## config.mk

```make
export PLATFORM = sky130hd
export DESIGN_NAME = cacheline_adaptor
export DESIGN_NICKNAME = d
export VERILOG_FILES = /design/src/rtl/cache_pkg.sv /design/src/rtl/cacheline_adaptor_beat_counter.sv /design/src/rtl/cacheline_adaptor.sv
export SDC_FILE = /design/constraint.sdc
export NUM_CORES = 1
export LEC_CHECK = 0
export ABC_CLOCK_PERIOD_IN_PS = 4400
export CORE_AREA = 5 5 270 272
export DETAILED_ROUTE_END_ITERATION = 8
export DIE_AREA = 0 0 275 277
export GPL_TIMING_DRIVEN = 1
export PLACE_DENSITY_LB_ADDON = 0.12
export RECOVER_POWER = 100
export SKIP_CTS_REPAIR_TIMING = 1
export SYNTH_ARGS = -nofsm -noshare
export SYNTH_HDL_FRONTEND = slang
export SYNTH_HIERARCHICAL = 1
export SYNTH_SLANG_ARGS = --single-unit
```

## constraint.sdc

```tcl
create_clock -name clk -period 4.4 [get_ports clk]
set_clock_uncertainty 0.2 [all_clocks]
set_input_delay 0.66 -clock clk [delete_from_list [all_inputs] [get_ports clk]]
set_output_delay 0.66 -clock clk [all_outputs]
set_load 0.02 [all_outputs]
```

## src/rtl/cache_pkg.sv

```systemverilog
// Shared definitions for the cache line adaptor.
// Holds the line and burst geometry, the adaptor state encoding and a helper
// that aligns a byte address to the start of its cache line.
package cache_pkg;

    localparam int S_OFFSET  = 5;                    // line offset bits
    localparam int S_LINE    = 8 * (2 ** S_OFFSET);  // 256-bit line
    localparam int S_BURST   = 64;                   // memory beat width
    localparam int NUM_BEATS = S_LINE / S_BURST;     // beats per line
    localparam int BEAT_BITS = $clog2(NUM_BEATS);

    // Clears the byte-offset bits so the burst starts on a line boundary.
    localparam logic [31:0] ALIGN_MASK = ~((32'd1 << S_OFFSET) - 32'd1);

    typedef enum logic [1:0] {
        IDLE,
        RD_BURST,
        WR_BURST,
        DONE
    } adaptor_state_t;

    function automatic logic [31:0] line_align(input logic [31:0] addr);
        return addr & ALIGN_MASK;
    endfunction

endpackage

```

## src/rtl/cacheline_adaptor_beat_counter.sv

```systemverilog
// Beat counter for one line burst.
// Ports:
//   clk, rst  : clock and synchronous active-high reset
//   inc_i     : advance to the next beat (wraps after the last beat)
//   clr_i     : force the count back to beat 0
//   count_o   : index of the current beat
//   last_o    : high while the current beat is the final one of the line
module beat_counter
    import cache_pkg::*;
(
    input  logic                 clk,
    input  logic                 rst,
    input  logic                 inc_i,
    input  logic                 clr_i,
    output logic [BEAT_BITS-1:0] count_o,
    output logic                 last_o
);

    logic [BEAT_BITS-1:0] count_q;
    logic [BEAT_BITS-1:0] count_d;

    always_comb begin
        count_d = count_q;
        if (clr_i) begin
            count_d = '0;
        end else if (inc_i) begin
            // NUM_BEATS is a power of two, so natural overflow is the wrap.
            count_d = count_q + BEAT_BITS'(1);
        end
    end

    always_ff @(posedge clk) begin
        if (rst) begin
            count_q <= '0;
        end else begin
            count_q <= count_d;
        end
    end

    assign count_o = count_q;
    assign last_o  = (count_q == BEAT_BITS'(NUM_BEATS - 1));

endmodule

```

## src/rtl/cacheline_adaptor.sv

```systemverilog
// Cache line adaptor: bridges the cache's 256-bit line port to a 64-bit
// burst memory port. A line read becomes a 4-beat burst fill, a line
// write-back becomes a 4-beat burst write, and the cache controller gets a
// single-cycle completion pulse once the burst has finished.
// Ports:
//   clk, rst            : clock and synchronous active-high reset
//   line_i / line_o     : write-back line in / assembled fill line out
//   address_i           : line address from the cache
//   read_i / write_i    : cache requests, held until resp_o
//   resp_o              : one-cycle completion pulse to the cache
//   burst_i / burst_o   : memory read beat in / memory write beat out
//   address_o           : line-aligned burst base address
//   read_o / write_o    : memory burst requests
//   resp_i              : memory beat strobe, one beat per high cycle
module cacheline_adaptor
    import cache_pkg::*;
(
    input  logic               clk,
    input  logic               rst,
    input  logic [S_LINE-1:0]  line_i,
    output logic [S_LINE-1:0]  line_o,
    input  logic [31:0]        address_i,
    input  logic               read_i,
    input  logic               write_i,
    output logic               resp_o,
    input  logic [S_BURST-1:0] burst_i,
    output logic [S_BURST-1:0] burst_o,
    output logic [31:0]        address_o,
    output logic               read_o,
    output logic               write_o,
    input  logic               resp_i
);

    adaptor_state_t state_q;

    logic [NUM_BEATS-1:0][S_BURST-1:0] line_q;   // fill line, beat-indexed
    logic [NUM_BEATS-1:0][S_BURST-1:0] wbuf_q;   // write-back snapshot
    logic [31:0]                       addr_q;
    logic                              read_q;
    logic                              write_q;
    logic                              resp_q;

    logic [BEAT_BITS-1:0]              count;
    logic                              last_beat;
    logic                              beat_xfer;

    // A beat moves only while a burst is active; strobes elsewhere are ignored.
    assign beat_xfer = resp_i && ((state_q == RD_BURST) || (state_q == WR_BURST));

    beat_counter u_beat_counter (
        .clk     (clk),
        .rst     (rst),
        .inc_i   (beat_xfer),
        .clr_i   (state_q == IDLE),
        .count_o (count),
        .last_o  (last_beat)
    );

    always_ff @(posedge clk) begin
        if (rst) begin
            state_q <= IDLE;
            line_q  <= '0;
            wbuf_q  <= '0;
            addr_q  <= '0;
            read_q  <= 1'b0;
            write_q <= 1'b0;
            resp_q  <= 1'b0;
        end else begin
            case (state_q)
                IDLE: begin
                    resp_q <= 1'b0;
                    // Write-back wins so a dirty victim leaves before the fill.
                    if (write_i) begin
                        wbuf_q  <= line_i;
                        addr_q  <= line_align(address_i);
                        write_q <= 1'b1;
                        state_q <= WR_BURST;
                    end else if (read_i) begin
                        addr_q  <= line_align(address_i);
                        read_q  <= 1'b1;
                        state_q <= RD_BURST;
                    end
                end
                RD_BURST: begin
                    if (resp_i) begin
                        line_q[count] <= burst_i;
                        if (last_beat) begin
                            read_q  <= 1'b0;
                            resp_q  <= 1'b1;
                            state_q <= DONE;
                        end
                    end
                end
                WR_BURST: begin
                    if (resp_i && last_beat) begin
                        write_q <= 1'b0;
                        resp_q  <= 1'b1;
                        state_q <= DONE;
                    end
                end
                DONE: begin
                    // Requests are not looked at here, so a still-held
                    // request cannot restart a burst in the same cycle.
                    resp_q  <= 1'b0;
                    state_q <= IDLE;
                end
                default: begin
                    state_q <= IDLE;
                end
            endcase
        end
    end

    genvar gi;
    generate
        for (gi = 0; gi < NUM_BEATS; gi++) begin : g_line_out
            assign line_o[gi*S_BURST +: S_BURST] = line_q[gi];
        end
    endgenerate

    // Write data follows the beat counter directly so stalls hold it stable.
    assign burst_o   = (state_q == WR_BURST) ? wbuf_q[count] : '0;
    assign address_o = addr_q;
    assign read_o    = read_q;
    assign write_o   = write_q;
    assign resp_o    = resp_q;

endmodule
```

Word level (Yosys, flattened, before mapping). Index checks and enable logic that the tools add are counted.

Add/subtract/negate cells: 1. Reduce and logical (&&, ||, !) cells: 17. Magnitude comparators: 2. Eq/ne operators: 11. Muxes and demuxes: 26.

Operators by type and width (number): $bwmux W256 (1); $mux W64 (3); $bmux W64 S2 (1); $demux W64 S2 (1); $mux W32 (2); $mux W2 (5); $ne A2 B2 Y1 const B (5); $mux W1 (9); $pmux W2 S4 (1); $eq A2 B2 Y1 const B (3); $reduce_and A2 Y1 (3); $reduce_and A3 Y1 (2); $reduce_bool A2 Y1 (3); $reduce_and A5 Y1 (1); $pmux W1 S2 (2); $reduce_and A4 Y1 (1); $reduce_or A2 Y1 (2); $logic_and A1 B1 Y1 (3); $lt A2 B3 Y1 const B (1); $ne A3 B3 Y1 const B (1); $pmux W1 S3 (1); $add A2 B1 Y2 const B (1); $eq A2 B1 Y1 const B (1); $ge A2 B1 Y1 const B (1); 3 further kinds (3).

Register bits after elaboration: 551. Output and inout bits: 355. Word-level logic and storage cells: 71. Input port bits: 357.

Depth between registers and ports, before layout.
Word-level depth: 5. Depth in mapped cells: 8. Mapped depth without buffers: 5.

Modules after synthesis. Netlist, hierarchy kept.

Modules (own cells, without submodules): cacheline_adaptor (area an instance 21121.5 um2, cells each 2543, seq. area each 10890.4 um2, times used 1); beat_counter (area an instance 91.3 um2, cells each 7, seq. area each 40.0 um2, times used 1).

Worst setup path before layout. OpenSTA, ideal clock, no wires.

Kind: reg-to-output. From: register u_beat_counter.count_q[0], in the netlist u_beat_counter/count_o[0]. To: output port burst_o[0]. Arrival: 1.433 ns. Setup slack: 2.107 ns. Data required time: 3.540 ns. Stages on the path, launching flop included: 5. Buffers on the path: 2. Path through: dfxtp_1 buf_6 buf_4 mux4_2 and2_1.

Cells in the longest elaborated chain, start to end: 3.

RTL lines: start: declaration (line cacheline_adaptor_beat_counter.sv:19) `logic [BEAT_BITS-1:0] count_q;`; start signal: assignment (line cacheline_adaptor_beat_counter.sv:36) `count_q <= count_d;`; $bmux W64 S2 (line cacheline_adaptor.sv:122) `assign burst_o = (state_q == WR_BURST) ? wbuf_q[count] : '0;`; $mux W64 (not written as such) (line cacheline_adaptor.sv:122); $mux W64 (line cacheline_adaptor.sv:122); end: declaration (line cacheline_adaptor.sv:27) `output logic [S_BURST-1:0] burst_o,`.

Every way passes these cells. The select of a mux whose other input is x is not followed.

Worst setup path after layout.
From: register state_q[0]. To: output port burst_o[48].

Cells in the longest elaborated chain, start to end: 2.

RTL lines: start: declaration (line cacheline_adaptor.sv:34) `adaptor_state_t state_q;`; start signal: assignment (line cacheline_adaptor.sv:61) `state_q <= IDLE;`; start signal: assignment (line cacheline_adaptor.sv:77) `state_q <= WR_BURST;`; start signal: assignment (line cacheline_adaptor.sv:81) `state_q <= RD_BURST;`; $eq A2 B2 Y1 (line cacheline_adaptor.sv:122); $mux W64 (line cacheline_adaptor.sv:122).

Every way passes these cells.

==> impl_summary.md <==
Setup path
The worst setup path is captured at a primary output. The reg-to-reg critical path startpoint is state_q[1]. The number of buffers and inverters on the critical path is 3. STA puts the critical path data required time at 3540 ps. On the worst path, the slowest cell contributes a delay of 760 ps. Traced cell by cell, the critical path runs through inv_1 -> ha_1 -> clkbuf_2 -> and2_1 -> dlygate4sd3_1.

The critical path class is register to primary output. The highest-delay cell along the critical path is ha_1. The worst register-to-register path has a setup slack of 760 ps. The worst reg2reg path depth is 6. Of all nets on the critical path, the largest fanout is 19. Data on the critical path arrives at its endpoint at 3160 ps. The worst register-to-register path ends at line_o[183]. The cell family contributing the most delay on the critical path is buffers and inverters. The kind of launch point of the worst setup path is a register.

Clock network
The longest clock path from root to sink contains 3 buffers. TritonCTS built the clock tree. The number of buffers inserted during clock tree synthesis is 61. Clock tree synthesis selected as its root buffer the cell clkbuf_16.

The TritonCTS sink count is 546. After clock tree synthesis, the clock-pin slew on the worst setup and hold paths is 60 ps. The maximum level of the CTS H-tree is 2.

The clock reaches the later pin of the worst-skew pair after 610 ps.

STA
At the pin with the least slew margin, the transition time is 2110 ps. In the finished design, the share of the clock period the worst path needs comes to 0.913. Setup repair after global routing left no endpoint under its margin. For the final routed database, the setup TNS stands at 0 ps.

The max-slew violation count is 175. The normalized max-slew margin is -0.409. Timing would allow up to 249 MHz. The number of hold violations in the final report is 0. Setup violations remaining at the end of the flow were counted as 0. After layout, the minimum clock period comes to 4020 ps.

Drt
The number of DRC markers in iteration 0 is 1,041. The wire length per cell is 19.1 µm. Dividing the detail-routed via count by the number of cells gives 4.69.

The final route contains 19,500 vias. In the routed design, unresolved DRC markers number 0. The remaining antenna violation count is 0.

The number of iterations in the first detailed-routing pass is 7. The final routed wirelength across all metal layers is 79,700 µm.

Die
The die boundary width is 275 µm. The starting density of the core is 0.301. The die area is 76,200 µm². The height of the chip is 277 µm. In this run the standard cell core region covers 70,500 µm².

The number of I/O pins is 712. The total number of placement rows is 98.

Layout
For this run, the number of standard cells in the final layout without fillers is 4,162. Summing all flip-flop and latch instances after layout gives 10,900 µm². The leading cell type in the layout, fill and taps excluded is nand2_1.

The ratio of cells with drive above 1 in the final layout is 0.0689. Summing all multi-input logic gate instances after layout gives 9090 µm². After filler insertion, the fill cell instance count of the layout stands at 7,045. In the layout the commonest cells are nand2_1, dfxtp_1, a21oi_1. The net count of the finished layout is 3,505. The area growth from synthesis to layout is 45.3%.

GRT
The initial antenna violation count came to 28. The first global-routing pass estimated 118,000 µm of wire. The aggregate global routing overflow is 0. The maximum number of pins on one net before global-route repair is 131. The via count of the first global-routing pass is 19,200. The overall global routing resource usage is 0.196.

Hold path
The worst hold path was traced through 2 stages. The startpoint identified for the worst hold timing path is line_o[231]. The worst hold endpoint is line_o[231]. In this run the worst hold path is classified as register to register.

Logic synthesis
Synthesis produced 2,550 cells. Of the synthesized area, sequential elements account for 0.515. The cell type contributing the most total cell area after synthesis is dfxtp_1. The number of warnings printed during yosys synthesis is 6.

The average instance area after synthesis is 8.32 µm². The share of the synthesized area in the top cell type is 0.515. The distinct cell type count of the synthesized netlist is 40. The synthesized design contains 546 register bits. In this run the cell area of the synthesized design comes to 21,200 µm². By area the synthesized netlist is led by dfxtp_1, nand2_1, a21oi_1.

Status
The final reports fail on capacitance limit, slew limit. The flow ran to the end, but the final reports show violations.

Placement
At the end of routability-driven placement, the weighted congestion stood at 0.848. Buffers placed on the I/O ports in this run total 701. The half-perimeter wire length of the detailed placement result is 57,000 µm. The cell count after placement is 4,030.

Power and ir drop
Power spread over the standard cell area amounts to 462 nW/µm². In this run the static leakage power is 11.8 nW. The worst-case IR drop observed on VDD is 0.000342 V.

Flow run
The max capacitance violation total is 3.
[Yosys cell counts]
master,count
nor2b_1,1
buf_6,15
o21ai_2,1
a2111o_1,1
mux4_2,60
o21a_1,1
nand4_2,1
mux4_1,4
nor3b_1,1
or4_1,1
nor3_2,2
and4b_1,2
a21oi_2,37
dfxtp_1,546
clkbuf_1,66
a21oi_1,506
buf_8,7
buf_2,100
nand2_1,1080
and4_1,1
nand4bb_1,1
nor2_1,4
o21ai_0,2
buf_1,6
o31ai_1,1
and4bb_2,1
xnor2_1,1
or2_2,1
conb_1,1
nor4bb_1,1
nand3_1,1
buf_4,16
nand4b_1,2
mux2i_1,3
a2bb2oi_1,1
nor3_1,1
and2_1,66
nand2b_1,1
ha_1,5
inv_1,2
[sequential cells by signal, summed over array words and instances (netlist names)]
| signal | count |
|---|---|
| address_o | 27 |
| read_o | 1 |
| line_o | 256 |
| resp_o | 1 |
| write_o | 1 |
| state_q | 2 |
| wbuf_q | 256 |
| u_beat_counter/count_o | 2 |
[where the power goes]
group	switching (mW)	internal [mW]
Clock	2.10	3.32
Combinational	1.66	1.25
Sequential	0.345	5.56
[metal layers]
metal | global-route usage | up-vias | share of wire
met4 | 0.0514 | 20 | 0.025
met1 | 0.233 | 9261 | 0.40
met2 | 0.341 | 571 | 0.49
met3 | 0.0645 | 128 | 0.083
li1 | - | 9555 | -
met5 | 0 | - | 0.0017
[per-stage QoR]
stage	util	area [µm²]	power, mW	setup WS [ps]	hold slack, ps
after floorplan	-	21200	7.73	2110	232
after global placement	0.408	28700	8.97	1030	237
after detailed placement	0.408	28700	9.04	997	242
after CTS	0.438	30900	14.5	413	250
after global routing	0.437	30800	14.9	179	263
final	0.437	30800	14.2	383	248
[how the worst max path moves through the flow]
stage / slack, ps / cells past startpoint / to / from
2_1_floorplan: 2110 / 4 / burst_o[0] / u_beat_counter/count_o[0]
3_3_place_gp: 1030 / 5 / line_o[27] / resp_i
3_5_place_dp: 1000 / 5 / line_o[15] / resp_i
4_1_cts: 410 / 4 / burst_o[0] / u_beat_counter/count_o[0]
5_1_grt: 180 / 5 / burst_o[48] / state_q[0]
6_report: 380 / 5 / burst_o[48] / state_q[0]
[final cells by class]
type,instances,area share
Antenna cell,18,0.00146
Sequential cell,546,0.355
Inverter,2,0.000244
Clock buffer,92,0.0592
Tap cell,950,0.0386
Timing Repair Buffer,736,0.240
Clock inverter,22,0.0106
Multi-Input combinational cell,1796,0.295
[logic make-up after synthesis]
group	Yosys count	share of synthesized area
compound gates	550	0.137
xor+xnor	1	0.000413
fa+ha+maj	5	0.00295
buf+inv	212	0.0553
flops	546	0.515
mux	67	0.0701
other cells	1	0.000177
simple gates	1168	0.219
[worst reg2reg max path: cells and delay by family, from the launching register on]
family | cells | cell delay (ps)
AND/OR/NAND/NOR | 2 | 1340
AO/OA/AOI/OAI | 1 | 150
adder cells (fa/ha/maj) | 1 | 490
flip-flops | 1 | 320
buffers and inverters | 2 | 1070
No activity file was read; power rests on OpenSTA's default activity.
